### config.mk
export PLATFORM = sky130hd
export DESIGN_NAME = alu_pipe_flat
export DESIGN_NICKNAME = d
export VERILOG_FILES = /design/src/rtl/alu_pkg.sv /design/src/rtl/alu_pipe_if.sv /design/src/rtl/alu_core.sv /design/src/rtl/alu_pipe.sv /design/src/flat_wrapper.sv
export SDC_FILE = /design/constraint.sdc
export NUM_CORES = 1
export LEC_CHECK = 0
export BUFFER_PORTS_ARGS = -buffer_cell sky130_fd_sc_hd__buf_4
export CAP_MARGIN = 30
export CORE_AREA = 2 2 187 262
export CTS_BUF_LIST = sky130_fd_sc_hd__clkbuf_4
export CTS_CLUSTER_SIZE = 10
export DETAILED_ROUTE_END_ITERATION = 6
export DIE_AREA = 0 0 189 264
export GPL_TIMING_DRIVEN = 0
export SLEW_MARGIN = 30
export SYNTH_ARGS = -nofsm -noshare
export SYNTH_HDL_FRONTEND = slang
export SYNTH_SLANG_ARGS = --single-unit
### constraint.sdc
create_clock -name clk -period 4.8 [get_ports clk]
set_input_delay 0.48 -clock clk [delete_from_list [all_inputs] [get_ports clk]]
set_output_delay 0.48 -clock clk [all_outputs]
set_load 0.005 [all_outputs]
### src/rtl/alu_pkg.sv
// Shared decode constants and the ALU operation enumeration for the integer execute unit.
// No logic beyond a small func3-to-operation helper.
package alu_pkg;

    localparam logic [6:0] OP_R     = 7'b0110011;
    localparam logic [6:0] OP_IMM   = 7'b0010011;
    localparam logic [6:0] OP_LOAD  = 7'b0000011;
    localparam logic [6:0] OP_STORE = 7'b0100011;

    localparam logic [2:0] F3_ADD  = 3'b000;
    localparam logic [2:0] F3_SLL  = 3'b001;
    localparam logic [2:0] F3_SLT  = 3'b010;
    localparam logic [2:0] F3_SLTU = 3'b011;
    localparam logic [2:0] F3_XOR  = 3'b100;
    localparam logic [2:0] F3_SR   = 3'b101;
    localparam logic [2:0] F3_OR   = 3'b110;
    localparam logic [2:0] F3_AND  = 3'b111;
    localparam logic [2:0] F3_LSW  = 3'b010;

    localparam logic [6:0] F7_BASE = 7'b0000000;
    localparam logic [6:0] F7_ALT  = 7'b0100000;

    typedef enum logic [3:0] {
        ALU_ADD,
        ALU_SUB,
        ALU_SLL,
        ALU_SLT,
        ALU_SLTU,
        ALU_XOR,
        ALU_SRL,
        ALU_SRA,
        ALU_OR,
        ALU_AND,
        ALU_ILLEGAL
    } alu_op_e;

    // Operation selected by func3 when func7 carries the base (non-alternate) encoding.
    function automatic alu_op_e base_op(input logic [2:0] func3);
        alu_op_e op;
        case (func3)
            F3_ADD:  op = ALU_ADD;
            F3_SLL:  op = ALU_SLL;
            F3_SLT:  op = ALU_SLT;
            F3_SLTU: op = ALU_SLTU;
            F3_XOR:  op = ALU_XOR;
            F3_SR:   op = ALU_SRL;
            F3_OR:   op = ALU_OR;
            default: op = ALU_AND;
        endcase
        return op;
    endfunction

endpackage

### src/rtl/alu_pipe_if.sv
// Issue-side and writeback-side valid/ready bundle of the integer execute unit.
// master = issue/writeback environment, slave = execute pipe.
interface alu_pipe_if #(
    parameter int XLEN  = 32,
    parameter int TAG_W = 6
);
    logic             in_valid;
    logic             in_ready;
    logic [6:0]       in_opcode;
    logic [2:0]       in_func3;
    logic [6:0]       in_func7;
    logic [XLEN-1:0]  in_src1;
    logic [XLEN-1:0]  in_src2;
    logic [TAG_W-1:0] in_pd;
    logic             out_valid;
    logic             out_ready;
    logic [XLEN-1:0]  out_result;
    logic [TAG_W-1:0] out_pd;
    logic             out_illegal;

    modport master (
        output in_valid, in_opcode, in_func3, in_func7, in_src1, in_src2, in_pd, out_ready,
        input  in_ready, out_valid, out_result, out_pd, out_illegal
    );

    modport slave (
        input  in_valid, in_opcode, in_func3, in_func7, in_src1, in_src2, in_pd, out_ready,
        output in_ready, out_valid, out_result, out_pd, out_illegal
    );
endinterface

### src/rtl/alu_core.sv
// Combinational RV32I/RV64I ALU: decodes opcode/func3/func7 to an operation and computes it.
// Zero latency, no state; unsupported encodings and tag 0 yield a zero result.
module alu_core
    import alu_pkg::*;
#(
    parameter int XLEN  = 32,
    parameter int TAG_W = 6
) (
    input  logic [6:0]       i_opcode,
    input  logic [2:0]       i_func3,
    input  logic [6:0]       i_func7,
    input  logic [XLEN-1:0]  i_src1,
    input  logic [XLEN-1:0]  i_src2,
    input  logic [TAG_W-1:0] i_pd,
    output logic [XLEN-1:0]  o_result,
    output logic             o_illegal
);

    localparam int SH_W = $clog2(XLEN);
    // With a 64-bit datapath the shift-immediate borrows func7[0] as shamt[5].
    localparam logic [6:0] F7_IMM_MASK = (XLEN == 64) ? 7'b1111110 : 7'b1111111;

    alu_op_e         w_op;
    logic [6:0]      w_func7_imm;
    logic [SH_W-1:0] w_shamt;
    logic [XLEN-1:0] w_calc;

    assign w_func7_imm = i_func7 & F7_IMM_MASK;
    assign w_shamt     = i_src2[SH_W-1:0];

    always_comb begin
        w_op = ALU_ILLEGAL;
        case (i_opcode)
            OP_R: begin
                if (i_func7 == F7_BASE) begin
                    w_op = base_op(i_func3);
                end else if (i_func7 == F7_ALT && i_func3 == F3_ADD) begin
                    w_op = ALU_SUB;
                end else if (i_func7 == F7_ALT && i_func3 == F3_SR) begin
                    w_op = ALU_SRA;
                end
            end
            OP_IMM: begin
                case (i_func3)
                    F3_SLL: begin
                        if (w_func7_imm == F7_BASE) w_op = ALU_SLL;
                    end
                    F3_SR: begin
                        if (w_func7_imm == F7_BASE)     w_op = ALU_SRL;
                        else if (w_func7_imm == F7_ALT) w_op = ALU_SRA;
                    end
                    default: w_op = base_op(i_func3);
                endcase
            end
            OP_LOAD, OP_STORE: begin
                if (i_func3 == F3_LSW) w_op = ALU_ADD;
            end
            default: w_op = ALU_ILLEGAL;
        endcase
    end

    always_comb begin
        w_calc = '0;
        case (w_op)
            ALU_ADD:  w_calc = i_src1 + i_src2;
            ALU_SUB:  w_calc = i_src1 - i_src2;
            ALU_SLL:  w_calc = i_src1 << w_shamt;
            ALU_SLT:  w_calc = {{(XLEN-1){1'b0}}, ($signed(i_src1) < $signed(i_src2))};
            ALU_SLTU: w_calc = {{(XLEN-1){1'b0}}, (i_src1 < i_src2)};
            ALU_XOR:  w_calc = i_src1 ^ i_src2;
            ALU_SRL:  w_calc = i_src1 >> w_shamt;
            ALU_SRA:  w_calc = $unsigned($signed(i_src1) >>> w_shamt);
            ALU_OR:   w_calc = i_src1 | i_src2;
            ALU_AND:  w_calc = i_src1 & i_src2;
            default:  w_calc = '0;
        endcase
    end

    // Tag 0 is the hardwired x0 mapping, so its result is forced to zero.
    assign o_result  = (i_pd == '0) ? '0 : w_calc;
    assign o_illegal = (w_op == ALU_ILLEGAL);

endmodule

### src/rtl/alu_pipe.sv
// Pipelined integer execute unit: ALU result, tag and illegal flag pass through STAGES registers.
// Latency STAGES cycles, 1 op/cycle; out_ready low stalls only full stages, bubbles collapse, flush drops all.
module alu_pipe
    import alu_pkg::*;
#(
    parameter int XLEN   = 32,
    parameter int TAG_W  = 6,
    parameter int STAGES = 2
) (
    input  logic      clk,
    input  logic      rst_n,
    input  logic      flush,
    alu_pipe_if.slave bus
);

    logic [XLEN-1:0]   w_result;
    logic              w_illegal;
    logic [STAGES-1:0] w_load;

    logic [STAGES-1:0] r_vld;
    logic [XLEN-1:0]   r_res [STAGES];
    logic [TAG_W-1:0]  r_pd  [STAGES];
    logic [STAGES-1:0] r_ill;

    alu_core #(
        .XLEN  (XLEN),
        .TAG_W (TAG_W)
    ) u_core (
        .i_opcode  (bus.in_opcode),
        .i_func3   (bus.in_func3),
        .i_func7   (bus.in_func7),
        .i_src1    (bus.in_src1),
        .i_src2    (bus.in_src2),
        .i_pd      (bus.in_pd),
        .o_result  (w_result),
        .o_illegal (w_illegal)
    );

    // Stage i may load when the output drains or any stage from i to the output is empty.
    always_comb begin
        w_load = '0;
        for (int i = 0; i < STAGES; i++) begin
            w_load[i] = bus.out_ready || !(&(r_vld | ~({STAGES{1'b1}} << i)));
        end
    end

    always_ff @(posedge clk) begin
        if (!rst_n) begin
            r_vld             <= '0;
            r_res[STAGES-1]   <= '0;
            r_pd[STAGES-1]    <= '0;
            r_ill[STAGES-1]   <= 1'b0;
        end else begin
            if (w_load[0]) begin
                r_vld[0] <= bus.in_valid;
                r_res[0] <= w_result;
                r_pd[0]  <= bus.in_pd;
                r_ill[0] <= w_illegal;
            end
            for (int i = 1; i < STAGES; i++) begin
                if (w_load[i]) begin
                    r_vld[i] <= r_vld[i-1];
                    r_res[i] <= r_res[i-1];
                    r_pd[i]  <= r_pd[i-1];
                    r_ill[i] <= r_ill[i-1];
                end
            end
            if (flush) begin
                r_vld <= '0;
            end
        end
    end

    assign bus.in_ready    = w_load[0] || flush;
    assign bus.out_valid   = r_vld[STAGES-1];
    assign bus.out_result  = r_res[STAGES-1];
    assign bus.out_pd      = r_pd[STAGES-1];
    assign bus.out_illegal = r_ill[STAGES-1];

endmodule

### src/flat_wrapper.sv
// flat-port wrapper written by rule: the top's interface ports become plain ports
module alu_pipe_flat import alu_pkg::*;
#(
    parameter int XLEN   = 32,
    parameter int TAG_W  = 6,
    parameter int STAGES = 2
)
  (clk, rst_n, flush, bus_in_valid, bus_in_opcode, bus_in_func3, bus_in_func7, bus_in_src1, bus_in_src2, bus_in_pd, bus_out_ready, bus_in_ready, bus_out_valid, bus_out_result, bus_out_pd, bus_out_illegal);
  alu_pipe_if #(.XLEN(XLEN), .TAG_W(TAG_W)) bus_i ();
  input  logic clk;
  input  logic rst_n;
  input  logic flush;
  input wire logic [$bits(bus_i.in_valid)-1:0] bus_in_valid;
  input wire logic [$bits(bus_i.in_opcode)-1:0] bus_in_opcode;
  input wire logic [$bits(bus_i.in_func3)-1:0] bus_in_func3;
  input wire logic [$bits(bus_i.in_func7)-1:0] bus_in_func7;
  input wire logic [$bits(bus_i.in_src1)-1:0] bus_in_src1;
  input wire logic [$bits(bus_i.in_src2)-1:0] bus_in_src2;
  input wire logic [$bits(bus_i.in_pd)-1:0] bus_in_pd;
  input wire logic [$bits(bus_i.out_ready)-1:0] bus_out_ready;
  output wire logic [$bits(bus_i.in_ready)-1:0] bus_in_ready;
  output wire logic [$bits(bus_i.out_valid)-1:0] bus_out_valid;
  output wire logic [$bits(bus_i.out_result)-1:0] bus_out_result;
  output wire logic [$bits(bus_i.out_pd)-1:0] bus_out_pd;
  output wire logic [$bits(bus_i.out_illegal)-1:0] bus_out_illegal;
  assign bus_i.in_valid = bus_in_valid;
  assign bus_i.in_opcode = bus_in_opcode;
  assign bus_i.in_func3 = bus_in_func3;
  assign bus_i.in_func7 = bus_in_func7;
  assign bus_i.in_src1 = bus_in_src1;
  assign bus_i.in_src2 = bus_in_src2;
  assign bus_i.in_pd = bus_in_pd;
  assign bus_i.out_ready = bus_out_ready;
  assign bus_in_ready = bus_i.in_ready;
  assign bus_out_valid = bus_i.out_valid;
  assign bus_out_result = bus_i.out_result;
  assign bus_out_pd = bus_i.out_pd;
  assign bus_out_illegal = bus_i.out_illegal;
  alu_pipe #(.XLEN(XLEN), .TAG_W(TAG_W), .STAGES(STAGES)) u_core (.clk(clk), .rst_n(rst_n), .flush(flush), .bus(bus_i));
endmodule
# After elaboration in Yosys (flattened, before gate mapping)
# Memories as Yosys holds them, arrays and structs flattened.
# Cells that the tools add are included.
[word_totals]
mem_count = 2
regBits = 4
mem_bits_rw = 76
elab_cells = 77
[op_classes]
shifts = 3
n_bitwise = 6
magnitude_cmp = 2
n_reduce_logical = 15
eq_ne = 21
addsub = 2
n_mux = 22
[mem_list]
columns = ["memory", "words", "word_bits", "rd", "rd_clocked_by_memory_dff", "wr", "line", "text"]
rows = [
  ["u_core.r_res", 2, 32, 2, 0, 2, "alu_pipe.sv:21", "logic [XLEN-1:0] r_res [STAGES];"],
  ["u_core.r_pd", 2, 6, 2, 0, 2, "alu_pipe.sv:22", "logic [TAG_W-1:0] r_pd [STAGES];"],
]
[ops]
columns = ["cell", "n"]
rows = [
  ["$pmux 32 s10", 1],
  ["$lt 32x32->1", 2],
  ["$mux 32", 2],
  ["$add 32x32->32", 1],
  ["$and 32x32->32", 1],
  ["$or 32x32->32", 1],
  ["$shl 32x5->32", 1],
  ["$shr 32x5->32", 1],
  ["$sshr 32x5->32", 1],
  ["$sub 32x32->32", 1],
  ["$xor 32x32->32", 1],
  ["$mux 4", 7],
  ["$pmux 4 s7", 1],
  ["$eq 7x6->1 const B", 3],
  ["$pmux 4 s5", 1],
  ["$eq 4x3->1 const B", 4],
  ["$eq 4x4->1 const B", 3],
  ["$pmux 4 s3", 1],
  ["$eq 3x3->1 const B", 3],
  ["$eq 4x2->1 const B", 2],
  ["$pmux 4 s2", 1],
  ["$eq 7x2->1 const B", 1],
  ["$eq 7x5->1 const B", 1],
  ["$logic_not 7->1", 1],
  ["other kinds (15)", 29],
]

# Longest topological paths before layout
[logic_depth]
depth_word = 9
mapped_depth = 15

# By module
# Synthesis repeated with hierarchy kept, for this count alone.
[hier_totals]
hier_cells = 1591
hier_area_um2 = 11930.2
[by_module_without_submodules]
columns = ["module", "cells_per_inst", "n_inst", "area_each_um2"]
rows = [
  ["alu_core", 1456, 1, 9185.1],
  ["alu_pipe", 135, 1, 2745.1],
]

# Worst setup path after synthesis
# OpenSTA, ideal clock, no wires.
[synth_path]
path_kind = "input to register"
startpoint = "input port bus_in_src2[2]"
endpoint = "memory u_core.r_res[0][24], data pin"
t_required_ps = 4534
arrival_ps = 3992
cell_stages = 15
setup_slack_ps = 542
setup_ps = 266
path_cell_list = "inv_2 -> buf_1 -> buf_1 -> clkbuf_1 -> ha_1 -> o21bai_1 -> a2111oi_2 -> o21bai_1 -> a21o_1 -> a211oi_1 -> nor3_1 -> o41a_1 -> xnor2_1 -> a221oi_1 -> nor2_1"
[synth_lines]
columns = ["item", "line", "text"]
rows = [
  ["from (decl)", "flat_wrapper.sv:18", "input wire logic [$bits(bus_i.in_src2)-1:0] bus_in_src2;"],
  ["to (decl)", "alu_pipe.sv:21", ""],
]

==> impl_table.tex <==
\begin{tabular}{lr}
\hline
Metric & Value \\
\hline
\multicolumn{2}{l}{\textbf{Status}} \\
Status & finished clean \\
\multicolumn{2}{l}{\textbf{Placement}} \\
Placed Area & 13610 sq um \\
Count of buffers inserted at the top-level ports & 131 \\
Cell total after placement & 2338 \\
Post-DP HPWL & 54330 microns \\
Weighted congestion at the end of routability-driven global placement & 1.027 \\
\multicolumn{2}{l}{\textbf{Worst setup path}} \\
List of cells traversed by the critical path & buf\_4, inv\_2, clkbuf\_4, clkbuf\_4, ha\_1, o21bai\_1, a2111oi\_2, o21bai\_1, a21o\_1, a211oi\_2, nor3\_2, o41a\_1, a21oi\_1, o21ai\_0, a21oi\_1 \\
Worst EP required & 4.95 ns \\
Startpoint of the most critical register-to-register path & u\_core.r\_vld[1] \\
Worst setup path endpoint & u\_core.r\_res[0][0] \\
Length in cells of the worst reg-to-reg path & 6 \\
Count of buffer and inverter cells on the critical path & 4 \\
Critical Path Start Type & primary input \\
Total number of cells along the worst setup path & 15 \\
Slowest-stage cell, CP & o21bai\_1 \\
Kind of cell with the highest combined delay on the critical path & compound AO/OA/AOI/OAI gates \\
Critical path type & in2reg \\
CP Max Fanout & 17 \\
Capturing point of the worst reg2reg path & u\_core.r\_res[1][2] \\
Endpoint class of the critical path & register \\
Data arrival time of the critical path & 4.90 ns \\
Setup slack of the worst register-to-register path & 2.90 ns \\
Worst setup path startpoint & bus\_in\_src2[2] \\
Max incr delay on CP & 0.53 ns \\
\multicolumn{2}{l}{\textbf{Yosys}} \\
Warnings from Yosys & 0 \\
Fraction of synthesized area in multiplexers & 0.09673 \\
Net count after synthesis & 1766 \\
Main combinational cell family by area after synthesis & compound AO/OA/AOI/OAI gates \\
Gate count after technology mapping & 1575 \\
Post-synth ARST share & 0 \\
Biggest area contributors in the synthesized netlist & edfxtp\_1 (20\%), ha\_1 (10\%), a21oi\_1 (5.8\%) \\
Synthesized area per cell & 7.482 sq um \\
Synth Area in XOR/XNOR & 0.01784 \\
Number of flops mapped to enable cells by yosys & 77 \\
Compound-gate portion of the synthesized area & 0.2969 \\
Cell variety after synth & 82 \\
Post-synthesis share of cell area spent on full adders, half adders and majority gates & 0.1064 \\
Sequential element share of the synthesized area & 0.2013 \\
Synthesized flop and latch total & 80 \\
Netlist Area Pre-Place & 11780 sq um \\
Area leader, netlist & edfxtp\_1 \\
Area share of the largest cell type after synthesis & 0.1962 \\
Area fraction in and, or, nand and nor cells after synthesis & 0.2112 \\
Most instantiated flip-flop cell in the synthesis netlist & edfxtp\_1 \\
\multicolumn{2}{l}{\textbf{Drt}} \\
Number of search-and-repair iterations in the first detailed-routing pass & 7 \\
Routed via count divided by cell count & 5.805 \\
Vias after detailed routing & 13640 \\
Number of design rule violations left after detail routing & 0 \\
Average wire per cell in the routed design & 27.81 microns \\
ANT nets after route & 0 \\
Violation count after the first detailed-route iteration & 1391 \\
Final routed wirelength across all metal layers & 65330 microns \\
\multicolumn{2}{l}{\textbf{Die}} \\
Number of primary I/O pins & 133 \\
Starting utilization of the core area & 0.2472 \\
Floorplan die width & 189 microns \\
Core Region & 47660 sq um \\
Number of placement rows & 95 \\
Die area & 49900 sq um \\
Chip height & 264 microns \\
\multicolumn{2}{l}{\textbf{Power}} \\
Power density normalized to cell area & 169.9 nW/um\^{}2 \\
Leakage & 0.005569 uW \\
Worst IR drop on VDD & 0.1500 mV \\
\multicolumn{2}{l}{\textbf{GRT}} \\
Total global routing overflow & 0 \\
Global-route wire length before repair & 93320 microns \\
Vias in the first global route & 13280 \\
GRT Total Usage & 0.2559 \\
Initial antenna violation count & 3 \\
Pin count of the biggest net entering global routing & 31 \\
\multicolumn{2}{l}{\textbf{STA}} \\
Fmax & 0.2104 GHz \\
Setup clock skew after layout & 0.01717 ns \\
Max-Slew Margin vs Limit & 0.2924 \\
Final setup violating endpoints & 0 \\
Final-report hold violation count & 0 \\
Total count of max-transition violations in the final report & 0 \\
Sum Neg Setup Slack & 0 ns \\
Final cycle utilization of the critical path & 0.9903 \\
Post-route minimum period & 4.753 ns \\
Measured slew at the worst slew-check pin & 1.061 ns \\
Setup repair after global routing missed its margin & false \\
\multicolumn{2}{l}{\textbf{Layout}} \\
Number of fill cells in the layout & 5180 \\
Fin util & 0.2888 \\
Commonest non-fill, non-tap cells in the layout & nand2\_1 (165), nor2\_1 (156), a21oi\_1 (136) \\
Fraction of final layout cells sized beyond drive strength 1 & 0.1444 \\
Nets@finish & 1905 \\
Layout-stage area growth over the synthesis result & 16.80\% \\
Number of cells in the finished layout apart from fillers & 2349 \\
Non-Filler Cell Area, Final & 13760 sq um \\
Most common library cell in the layout ignoring fill and taps & nand2\_1 \\
\multicolumn{2}{l}{\textbf{Min path}} \\
Hold crit path type & in2reg \\
\multicolumn{2}{l}{\textbf{CTS}} \\
Number of hold buffers added after CTS & 0 \\
H-tree lvl count & 3 \\
Skew-Pair Late Insertion Delay & 0.45 ns \\
Worst-path clk slew & 0.12 ns \\
Root Buffer Master & clkbuf\_4 \\
TritonCTS clock tree & built \\
Clk sink count & 80 \\
CTS max path bufs & 2 \\
Inserted Clock Buffers & 9 \\
\multicolumn{2}{l}{\textbf{Flow run}} \\
Number of maximum-capacitance violations & 0 \\
\hline
\end{tabular}
## metal layers
metal / GRT usage / part of all wire / wire [microns] / vias to the layer above
met1: 0.2869 / 0.37 / 24170 / 6596
met5: 0 / 0.00047 / 31 / -
li1: - / - / - / 6062
met3: 0.03003 / 0.058 / 3804 / 232
met4: 0.1822 / 0.084 / 5469 / 4
met2: 0.4468 / 0.49 / 31860 / 742
## kinds of logic after synthesis
group	Yosys count
flip-flops	80
AND/OR/NAND/NOR	528
adder cells (fa/ha/maj)	99
AO/OA/AOI/OAI	539
multiplexers	94
buffers and inverters	211
XOR/XNOR	24
## worst register-to-register path, cell delays in order, from the launching register on
cell,delay [ns]
dfxtp_1,0.35
nor2b_1,0.14
clkbuf_1,0.34
nor2b_1,0.11
clkbuf_1,0.23
clkbuf_1,0.27
and2_1,0.22
## power breakdown
part           total, uW  internal (uW)  switching [uW]
Clock                329            101             228
Combinational       1220            410             810
Sequential           790            784            5.65
## per-stage QoR
step / hold slack (ns) / setup WS [ns] / total power, uW
6_report: 0.2132 / 0.04656 / 2339
5_1_grt: 0.1509 / 0.03182 / 2457
4_1_cts: 0.1471 / 0.0008611 / 2325
3_5_place_dp: 0.4942 / -1.520 / 1980
3_3_place_gp: 0.4853 / -1.568 / 1985
2_1_floorplan: 0.4747 / 0.5416 / 1501
## cells in the mapped netlist, types with 14 or more instances
cell      instances
nand2_1         166
mux2i_1          61
o21bai_1         16
buf_1            18
o21ai_0         125
nand2b_1         18
nor2_1          156
a211oi_1         34
mux2_2           19
a21oi_1         136
a21o_1           19
a221oi_1         15
buf_2            23
inv_1            94
mux4_2           14
a31oi_1          36
o211ai_1         26
nor3_1           37
o31ai_1          17
ha_1             97
edfxtp_1         77
and2_1           46
xnor2_1          22
o221ai_1         14
clkbuf_1         72
nand3_1          23
## flip-flops by register name, indices dropped and copies added, names as in the netlist
| register | flops |
|---|---|
| u_core.r_ill | 2 |
| u_core.r_pd | 12 |
| u_core.r_res | 64 |
| u_core.r_vld | 2 |
## timing repair
action,in CTS,in global routing
buffers inserted,1,0
resized for setup,11,8
endpoints found under the setup margin,18,11
pin swaps,1,0
## worst min-delay path by stage
stage | depth (start not counted) | slack, ns | endpoint | start
floorplan | 2 | 0.47 | u_core.r_ill[1] | u_core.r_ill[0]
global placement | 2 | 0.49 | u_core.r_ill[1] | u_core.r_ill[0]
detailed placement | 2 | 0.49 | u_core.r_ill[1] | u_core.r_ill[0]
CTS | 1 | 0.15 | u_core.r_pd[0][2] | bus_in_pd[2]
global route | 1 | 0.15 | u_core.r_pd[0][3] | bus_in_pd[3]
finish | 1 | 0.21 | u_core.r_pd[0][2] | bus_in_pd[2]
## layout make-up
type                       instances  area, sq um  area share
antenna                            1        2.502   0.0001818
buffer                           107        444.2     0.03227
clock buffer                       9        67.56    0.004909
clock inverter                     6        36.28    0.002636
inverter                          98        374.1     0.02718
multi-input combinational       1284         8652      0.6286
sequential                        80         2372      0.1724
tap                              630        788.3     0.05727
timing repair buffer             134         1026     0.07455
(Power assumes the default switching activity.)
